==> config.mk <==
export PLATFORM = sky130hd
export DESIGN_NAME = qspi_bus_arbiter
export DESIGN_NICKNAME = d
export VERILOG_FILES = /design/src/rtl/qspi_pkg.sv /design/src/rtl/qspi_bus_arbiter_rr_arb2.sv /design/src/rtl/qspi_bus_arbiter.sv
export SDC_FILE = /design/constraint.sdc
export NUM_CORES = 1
export LEC_CHECK = 0
export ABC_CLOCK_PERIOD_IN_PS = 1700
export CAP_MARGIN = 20
export CELL_PAD_IN_SITES_DETAIL_PLACEMENT = 1
export CELL_PAD_IN_SITES_GLOBAL_PLACEMENT = 1
export CORE_UTILIZATION = 29
export CTS_BUF_LIST = sky130_fd_sc_hd__clkbuf_8
export CTS_CLUSTER_DIAMETER = 80
export DETAILED_ROUTE_END_ITERATION = 12
export PLACE_DENSITY = 0.74
export SYNTH_ARGS = -nofsm -noshare
export SYNTH_HDL_FRONTEND = slang
export SYNTH_SLANG_ARGS = --single-unit
==> constraint.sdc <==
create_clock -name clk -period 1.7 [get_ports clk]
set_input_delay 0.34 -clock clk [delete_from_list [all_inputs] [get_ports clk]]
set_output_delay 0.34 -clock clk [all_outputs]
set_load 0.01 [all_outputs]
==> src/rtl/qspi_pkg.sv <==
// Shared types and constants for the quad-SPI bus arbiter slice.
// Window decode and size normalisation helpers live here so every user agrees on them.
package qspi_pkg;

    typedef enum logic [2:0] {
        ST_IDLE  = 3'd0,
        ST_ISSUE = 3'd1,
        ST_BUSY  = 3'd2,
        ST_DONE  = 3'd3,
        ST_GAP   = 3'd4,
        ST_ERR   = 3'd5
    } state_t;

    typedef enum logic {
        PORT_I = 1'b0,
        PORT_D = 1'b1
    } port_t;

    localparam logic SEL_FLASH = 1'b0;
    localparam logic SEL_PSRAM = 1'b1;

    localparam logic [1:0] SZ_B = 2'd0;
    localparam logic [1:0] SZ_H = 2'd1;
    localparam logic [1:0] SZ_W = 2'd2;

    localparam int WIN_BITS = 24;

    // True when addr falls in [base, base + 2^WIN_BITS); wrap-safe via the offset.
    function automatic logic in_window(input logic [31:0] addr, input logic [31:0] base);
        logic [31:0] off;
        off = addr - base;
        return (off[31:WIN_BITS] == {(32-WIN_BITS){1'b0}});
    endfunction

    // The engine knows only byte/half/word; the reserved encoding collapses to word.
    function automatic logic [1:0] norm_size(input logic [1:0] size);
        logic [1:0] res;
        case (size)
            SZ_B:    res = SZ_B;
            SZ_H:    res = SZ_H;
            default: res = SZ_W;
        endcase
        return res;
    endfunction

endpackage

==> src/rtl/qspi_bus_arbiter_rr_arb2.sv <==
// Two-input round-robin picker. Bit 0 is the instruction port, bit 1 the data port.
// The history bit only moves when the caller actually takes a grant.
module rr_arb2
    import qspi_pkg::*;
(
    input  logic       clk,
    input  logic       rst_n,
    input  logic [1:0] req,
    input  logic       en,
    output logic [1:0] gnt
);

    port_t last_grant_r;

    // Pick the single requester, or on a tie the port that did not win last time.
    always_comb begin
        gnt = 2'b00;
        case (req)
            2'b01:   gnt = 2'b01;
            2'b10:   gnt = 2'b10;
            2'b11:   gnt = (last_grant_r == PORT_D) ? 2'b01 : 2'b10;
            default: gnt = 2'b00;
        endcase
    end

    // History register; resets to data so the instruction port wins the first tie.
    always_ff @(posedge clk or negedge rst_n) begin
        if (!rst_n) begin
            last_grant_r <= PORT_D;
        end else if (en && (gnt != 2'b00)) begin
            last_grant_r <= gnt[1] ? PORT_D : PORT_I;
        end else begin
            last_grant_r <= last_grant_r;
        end
    end

endmodule

==> src/rtl/qspi_bus_arbiter.sv <==
// Arbiter and sequencer in front of the shared quad-SPI engine: decodes, grants
// round-robin, issues one engine transaction per grant and enforces the CS idle gap.
module qspi_bus_arbiter
    import qspi_pkg::*;
#(
    parameter logic [31:0] FLASH_BASE_ADDR = 32'h0000_0000,
    parameter logic [31:0] PSRAM_BASE_ADDR = 32'h0100_0000,
    parameter int unsigned CS_GAP          = 2
)
(
    input  logic        clk,
    input  logic        rst_n,
    input  logic        i_req,
    input  logic [31:0] i_addr,
    output logic [31:0] i_rdata,
    output logic        i_done,
    input  logic        d_req,
    input  logic [31:0] d_addr,
    input  logic        d_we,
    input  logic [31:0] d_wdata,
    input  logic [1:0]  d_size,
    output logic [31:0] d_rdata,
    output logic        d_done,
    output logic        e_start,
    output logic        e_sel,
    output logic [23:0] e_addr,
    output logic        e_we,
    output logic [31:0] e_wdata,
    output logic [1:0]  e_size,
    input  logic        e_done,
    input  logic [31:0] e_rdata,
    output logic        err
);

    localparam logic       HAS_GAP  = (CS_GAP != 0);
    localparam logic [3:0] GAP_LOAD = 4'(CS_GAP - 1);

    state_t      state_r;
    port_t       gnt_port_r;
    logic [3:0]  gap_cnt_r;

    logic [1:0]  req_s;
    logic [1:0]  gnt_s;
    logic        arb_en_s;
    logic        pick_d_s;
    logic [31:0] req_addr_s;
    logic        req_we_s;
    logic [31:0] req_wdata_s;
    logic [1:0]  req_size_s;
    logic        hit_flash_s;
    logic        hit_psram_s;
    logic        req_sel_s;
    logic        illegal_s;

    assign req_s    = {d_req, i_req};
    assign arb_en_s = (state_r == ST_IDLE);

    rr_arb2 u_arb (
        .clk   (clk),
        .rst_n (rst_n),
        .req   (req_s),
        .en    (arb_en_s),
        .gnt   (gnt_s)
    );

    // Payload and decode of whichever port the arbiter is offering this cycle.
    always_comb begin
        pick_d_s    = gnt_s[1];
        req_addr_s  = pick_d_s ? d_addr : i_addr;
        req_we_s    = pick_d_s & d_we;
        req_wdata_s = pick_d_s ? d_wdata : 32'h0000_0000;
        req_size_s  = pick_d_s ? norm_size(d_size) : SZ_W;
        hit_flash_s = in_window(req_addr_s, FLASH_BASE_ADDR);
        hit_psram_s = in_window(req_addr_s, PSRAM_BASE_ADDR);
        req_sel_s   = hit_flash_s ? SEL_FLASH : SEL_PSRAM;
        illegal_s   = !(hit_flash_s || hit_psram_s) || (hit_flash_s && req_we_s);
    end

    // Sequencer: state, gap counter, latched engine payload and requester responses.
    always_ff @(posedge clk or negedge rst_n) begin
        if (!rst_n) begin
            state_r    <= ST_IDLE;
            gnt_port_r <= PORT_D;
            gap_cnt_r  <= 4'd0;
            i_rdata    <= 32'h0000_0000;
            i_done     <= 1'b0;
            d_rdata    <= 32'h0000_0000;
            d_done     <= 1'b0;
            e_start    <= 1'b0;
            e_sel      <= 1'b0;
            e_addr     <= 24'h00_0000;
            e_we       <= 1'b0;
            e_wdata    <= 32'h0000_0000;
            e_size     <= 2'd0;
            err        <= 1'b0;
        end else begin
            e_start <= 1'b0;
            i_done  <= 1'b0;
            d_done  <= 1'b0;
            err     <= 1'b0;
            case (state_r)
                ST_IDLE: begin
                    if (gnt_s != 2'b00) begin
                        gnt_port_r <= pick_d_s ? PORT_D : PORT_I;
                        if (illegal_s) begin
                            // Rejected without touching the engine; respond immediately.
                            state_r <= ST_ERR;
                            err     <= 1'b1;
                            if (pick_d_s) begin
                                d_done  <= 1'b1;
                                d_rdata <= 32'h0000_0000;
                            end else begin
                                i_done  <= 1'b1;
                                i_rdata <= 32'h0000_0000;
                            end
                        end else begin
                            state_r <= ST_ISSUE;
                            e_start <= 1'b1;
                            e_sel   <= req_sel_s;
                            e_addr  <= req_addr_s[WIN_BITS-1:0];
                            e_we    <= req_we_s;
                            e_wdata <= req_wdata_s;
                            e_size  <= req_size_s;
                        end
                    end else begin
                        state_r <= ST_IDLE;
                    end
                end
                ST_ISSUE: begin
                    state_r <= ST_BUSY;
                end
                ST_BUSY: begin
                    if (e_done) begin
                        state_r <= ST_DONE;
                        if (gnt_port_r == PORT_D) begin
                            d_done  <= 1'b1;
                            d_rdata <= e_rdata;
                        end else begin
                            i_done  <= 1'b1;
                            i_rdata <= e_rdata;
                        end
                    end else begin
                        state_r <= ST_BUSY;
                    end
                end
                ST_DONE: begin
                    e_sel   <= 1'b0;
                    e_addr  <= 24'h00_0000;
                    e_we    <= 1'b0;
                    e_wdata <= 32'h0000_0000;
                    e_size  <= 2'd0;
                    if (HAS_GAP) begin
                        state_r   <= ST_GAP;
                        gap_cnt_r <= GAP_LOAD;
                    end else begin
                        state_r <= ST_IDLE;
                    end
                end
                ST_GAP: begin
                    if (gap_cnt_r == 4'd0) begin
                        state_r <= ST_IDLE;
                    end else begin
                        gap_cnt_r <= gap_cnt_r - 4'd1;
                    end
                end
                ST_ERR: begin
                    state_r <= ST_IDLE;
                end
                default: begin
                    state_r   <= ST_IDLE;
                    gap_cnt_r <= 4'd0;
                    e_sel     <= 1'b0;
                    e_addr    <= 24'h00_0000;
                    e_we      <= 1'b0;
                    e_wdata   <= 32'h0000_0000;
                    e_size    <= 2'd0;
                end
            endcase
        end
    end

endmodule

# Yosys cells after proc, flatten, opt, wreduce, memory -nomap -nowiden
# Index checks and enable logic that the tools add are counted.
# word_totals
elab_cells,117
output_inout_bits,128
ff_bits,137
input_bits,136
# op_classes
mux,59
n_reduce_logical,19
n_eq_ne,19
n_bitwise,3
add_sub_neg,2
# op_table
op,count
$mux W32,14
$pmux W32 S2,3
$mux W24,2
$pmux W24 S2,1
$sub A32 B25 Y32 const B,1
$mux W1,22
$ne A2 B2 Y1 const B,10
$logic_not A8 Y1,2
$pmux W3 S5,1
$pmux W4 S3,1
$reduce_and A6 Y1,2
$mux W3,3
$mux W2,4
$pmux W1 S2,4
$pmux W2 S2,2
$reduce_or A4 Y1,2
$eq A3 B2 Y1 const B,2
$eq A3 B3 Y1 const B,2
$pmux W2 S3,1
$eq A2 B1 Y1 const B,2
$eq A2 B2 Y1 const B,2
$logic_not A4 Y1,1
$mux W4,1
$reduce_and A2 Y1,2
other kinds (11),15

# Depth between registers and ports, before layout
# depth
ltp_word,11
depth_mapped,7
ltp_nobuf,6

# Modules after synthesis
# Synthesis repeated with hierarchy kept, for this count alone.
# unflattened
cells_unflattened,558
hier_area_um2,5953.2
# by_module_without_submodules
mod,instances,area_each_um2,cells_per_inst,seq_area_each_um2
qspi_bus_arbiter,1,5896.9,552,3404.5
rr_arb2,1,56.3,6,26.3

# Least setup slack after synthesis
# No wires, ideal clock.
# synth_path
path_type,input-to-reg
from,input port d_addr[28]
to,register e_size[1]
path_slack_ns,-0.126
arrival_ns,1.747
setup_time_ns,0.079
required_time_ns,1.621
path_buffers,2
stages,6
cell_sequence,or4_4 nor4_2 o21a_1 buf_6 buf_8 mux2i_1
# synth_via
elab_chain_cells,8
elab_cells_between_ends,10
cone_classes,1 x add/sub; 1 x eq/ne; 1 x mux; 7 x reduce/logical
# synth_lines
element,line_no,rtl
"start, declared",qspi_bus_arbiter.sv:18,"input logic [31:0] d_addr,"
$mux W32 *,qspi_bus_arbiter.sv:69,req_addr_s = pick_d_s ? d_addr : i_addr;
$sub A32 B25 Y32,qspi_pkg.sv:31,off = addr - base;
$logic_not A8 Y1,qspi_pkg.sv:32,return (off[31:WIN_BITS] == {(32-WIN_BITS){1'b0}});
$logic_or A1 B1 Y1,qspi_bus_arbiter.sv:76,illegal_s = !(hit_flash_s || hit_psram_s) || (hit_flash_s && req_we_s);
$logic_not A1 Y1,qspi_bus_arbiter.sv:76,
$logic_or A1 B1 Y1 *,qspi_bus_arbiter.sv:76,
$ne A2 B2 Y1 (no line) *,-,
$reduce_and A3 Y1 (no line) *,-,
"end signal, assigned",qspi_bus_arbiter.sv:123,e_size <= req_size_s;
"end, declared",qspi_bus_arbiter.sv:29,"output logic [1:0] e_size,"
# Every way passes the cells marked *; elsewhere a longest branch is shown, timed or not.
# A chain may end at the register's enable or synchronous reset.

# Final worst setup path
# layout_path
from,register state_r[2]
to,register i_rdata[26]
# layout_via
elab_chain_cells,3
elab_cells_between_ends,10
cone_classes,6 x eq/ne; 1 x mux; 3 x reduce/logical
# layout_lines
element,line_no,rtl
"start, declared",qspi_bus_arbiter.sv:38,state_t state_r;
"start signal, assigned",qspi_bus_arbiter.sv:82,state_r <= ST_IDLE;
"start signal, assigned",qspi_bus_arbiter.sv:107,state_r <= ST_ERR;
"start signal, assigned",qspi_bus_arbiter.sv:117,state_r <= ST_ISSUE;
$eq A3 B2 Y1 / $logic_not A3 Y1 (equally long branches),qspi_bus_arbiter.sv:101,case (state_r)
$ne A2 B2 Y1 (no line) / $reduce_bool A2 Y1 (equally long branches),-,
$reduce_and A6 Y1 (no line),-,
"end signal, assigned",qspi_bus_arbiter.sv:140,i_rdata <= e_rdata;
"end, declared",qspi_bus_arbiter.sv:15,"output logic [31:0] i_rdata,"
# Parallel ways exist; a longest one is shown, timed or not.

==> impl_metrics.json <==
{
  "run_status": "finished, violations left",
  "failed_checks": "setup timing",
  "synth-edff-count": 0,
  "antenna_found_initial": 0,
  "synth_top_family_by_area": "compound AO/OA/AOI/OAI gates",
  "irDropWorstVdd_v": 0.000749,
  "dr_total_vias": 5381,
  "synthSimpleGateAreaFrac_pct": 10.0,
  "proportion_of_synthesized_chip_area_in_sequential_cells_pct": 58.8,
  "setup_ws_ns": -0.0659,
  "global_route_wire_length_before_repair_mm": 34.6,
  "die_w_um": 143,
  "routed_wirelength_mm": 22.9,
  "finalNetCount": 922,
  "worst-setup-path-type": "flop to flop",
  "final.period_utilization_pct": 104,
  "timing.critical_path.arrival_ns": 2.11,
  "distinct_cell_type_count_of_the_synthesized_netlist": 44,
  "place.detailed.hpwl_mm": 14.1,
  "timing.max_slew.rel_slack_pct": 66.5,
  "drt-pass1-iter-count": 5,
  "die-area_sq_mm": 0.0205,
  "synthAdderAreaFrac_pct": 0.432,
  "cts.htree.levels": 4,
  "floorplan.initialDensity_pct": 29.7,
  "route.detailed.vias_per_inst": 5.07,
  "path_cells": "buf_6 -> nor3b_4 -> buf_4 -> and3_4 -> a21oi_4 -> clkbuf_16 -> a32o_1",
  "cts_buffer_depth": 2,
  "drive_above_1_share_pct": 19.6,
  "grt.total_usage_pct": 22.6,
  "mapped_area_sq_mm": 0.00579,
  "grt_start_max_net_pins": 65,
  "synth_seq_cells": 136,
  "muxShareOfSynthArea_pct": 8.99,
  "numCtsBuffers": 17,
  "tritoncts": "done",
  "io_pins": 264,
  "dominant_synthesized_flop_cell": "dfrtp_1",
  "final.min_clock_period_ns": 1.77,
  "design_power_total_w": 0.0104,
  "fill_cells": 2066,
  "max_clock_freq_ghz": 0.566,
  "final_cell_count_no_fill": 1062,
  "synthesis.yosys.warnings": 0,
  "critical_path_buf_inv_count": 3,
  "grt_setup_unrepaired": "yes",
  "gpl.final_weighted_congestion": 0.759,
  "place.port_buffers": 263,
  "clk_transition_reported_paths_ns": 0.09,
  "timing.max_cap.violations": 0,
  "crit_path_launch_type": "flop",
  "critPathMaxFanout": 8,
  "yosys.area_share.xor_xnor_pct": 0.454,
  "postSynthNetCount": 614,
  "insertion_delay_ns": 0.45,
  "detail-route-antenna-nets": 0,
  "leakage_nw": 4.98,
  "die_y_um": 143,
  "grt.overflow.total": 0,
  "p_per_area_mw_per_mm2": 1030,
  "drc": 0,
  "multi_input_area_sq_mm": 0.00238,
  "layout_stage_area_growth_over_the_synthesis_result_pct": 74.4,
  "postSynthCellCount": 476,
  "path_delay_family": "buffers and inverters",
  "tightest_slew_ns": 0.503,
  "slew_viol_final": 0,
  "floorplan.core_area_sq_mm": 0.0195,
  "via_count_of_the_first_global_routing_pass": 6117,
  "synthesized_area_fraction_occupied_by_ao_oa_aoi_and_oai_cells_pct": 16.5,
  "synthArstFlopShare_pct": 100,
  "clock-skew-final_ns": 0.0117,
  "final_hold_vios": 0,
  "clock-root-buffer": "clkbuf_8",
  "setup_viol_count_final": 74,
  "cell_total_after_placement": 994,
  "postSynthAreaPerCell_sq_um": 12.2,
  "std_cell_rows": 51,
  "holdCritPathClass": "input pin to async pin",
  "wire_per_inst_um": 21.6,
  "clock_sink_count": 136,
  "initialDrtViolationCount": 236,
  "regArea_sq_mm": 0.00341,
  "end_kind": "flop",
  "cp_slowest_stage_delay_ns": 0.44,
  "antenna_cells_inserted": 0,
  "cpMaxStageDelayCell": "dfrtp_1",
  "critical_path_required_ns": 2.05
}
[path summary, 6_finish.rpt]
| kind | endpoint | slack (ns) | cells after the start | from |
|---|---|---|---|---|
| max | i_rdata[26] | -0.07 | 7 | state_r[2] |
| min | e_wdata[3] | 0.41 | 2 | rst_n |
| max reg2reg | i_rdata[26] | -0.07 | 7 | state_r[2] |
| min reg2reg | d_rdata[6] | 0.49 | 1 | d_rdata[6] |
| max in group asynchronous | d_rdata[13] | 0.71 | 3 | rst_n |
| min in group clk | e_wdata[28] | 0.43 | 2 | d_wdata[28] |
[cell type report]
| cell class | count | share of cell area, % |
|---|---|---|
| Timing Repair Buffer | 335 | 34.6 |
| Sequential cell | 136 | 33.7 |
| Multi-Input combinational cell | 288 | 23.6 |
| Tap cell | 265 | 3.28 |
| Clock buffer | 17 | 2.32 |
| Clock inverter | 15 | 2.22 |
| Inverter | 6 | 0.223 |
[logic make-up after synthesis]
logic type / after synthesis
XOR/XNOR: 3
flip-flops: 136
multiplexers: 52
AND/OR/NAND/NOR: 117
adder cells (fa/ha/maj): 2
AO/OA/AOI/OAI: 114
buffers and inverters: 52
[per-layer routing]
| metal | global-route usage, % | up-vias | routed length [um] |
|---|---|---|---|
| li1 | - | 2415 | - |
| met1 | 26.0 | 2749 | 9250 |
| met2 | 38.6 | 179 | 11800 |
| met3 | 6.26 | 38 | 1200 |
| met4 | 11.1 | 0 | 733 |
| met5 | 0 | - | 0 |
[cell usage after synthesis (3+ instances only)]
master / number / area share, %
nand4_1: 23 / 2.5
a32o_1: 64 / 11
mux2i_1: 52 / 9.0
o21ai_1: 12 / 1.0
buf_4: 6 / 0.78
nor4_1: 3 / 0.32
o2bb2ai_1: 10 / 1.5
dfrtp_1: 135 / 58
clkbuf_1: 25 / 1.6
a21oi_1: 4 / 0.35
o21ai_0: 15 / 1.3
nor2_1: 6 / 0.39
inv_1: 6 / 0.39
nor3_1: 4 / 0.35
nand2_1: 64 / 4.1
buf_2: 9 / 0.78
[through the flow]
step | worst slack (ns) | hold slack [ns] | instance area [sq um] | util (%) | setup TNS [ns]
6_report | -0.0659 | 0.409 | 10100 | 51.7 | -2.46
5_1_grt | -0.109 | 0.404 | 10100 | 51.7 | -6.30
2_1_floorplan | -0.0170 | 0.0444 | 5810 | - | -0.667
4_1_cts | -0.0786 | 0.399 | 10000 | 51.3 | -1.83
3_3_place_gp | -0.533 | 0.318 | 8930 | 45.7 | -61.86
3_5_place_dp | -0.622 | 0.325 | 8930 | 45.7 | -65.67
[state kept, by name, indices dropped and copies added, names as in the netlist, 2 cells and up]
signal	cells
gap_cnt_r	4
d_rdata	32
state_r	3
e_wdata	32
e_addr	24
e_size	2
i_rdata	32
[layout by cell type, fill, tap and decap left out, types with 6 or more instances in the layout]
| cell type | n |
|---|---|
| buf_16 | 6 |
| buf_6 | 11 |
| mux2i_1 | 52 |
| clkdlybuf4s50_1 | 127 |
| o2bb2ai_2 | 6 |
| o21ai_1 | 7 |
| buf_4 | 29 |
| nand2_1 | 62 |
| dlygate4sd2_1 | 129 |
| nand4_1 | 23 |
| dfrtp_1 | 134 |
| buf_12 | 18 |
| inv_1 | 6 |
| o21ai_2 | 15 |
| clkbuf_8 | 17 |
| a32o_1 | 62 |
[repair_timing]
action,CTS,global route
gates resized for setup,203,39
setup endpoints to repair,251,125
buffers inserted,20,5
hold buffers,1,0
cloned,14,4
hold endpoints to repair,40,0
pin swaps,22,24
[power breakdown]
group / total, W / internal, W / switching [W]
clock network: 0.00312 / 0.00175 / 0.00137
logic: 0.00352 / 0.00163 / 0.00189
registers: 0.00376 / 0.00354 / 0.000221
Power figures use the tool's default switching activity.
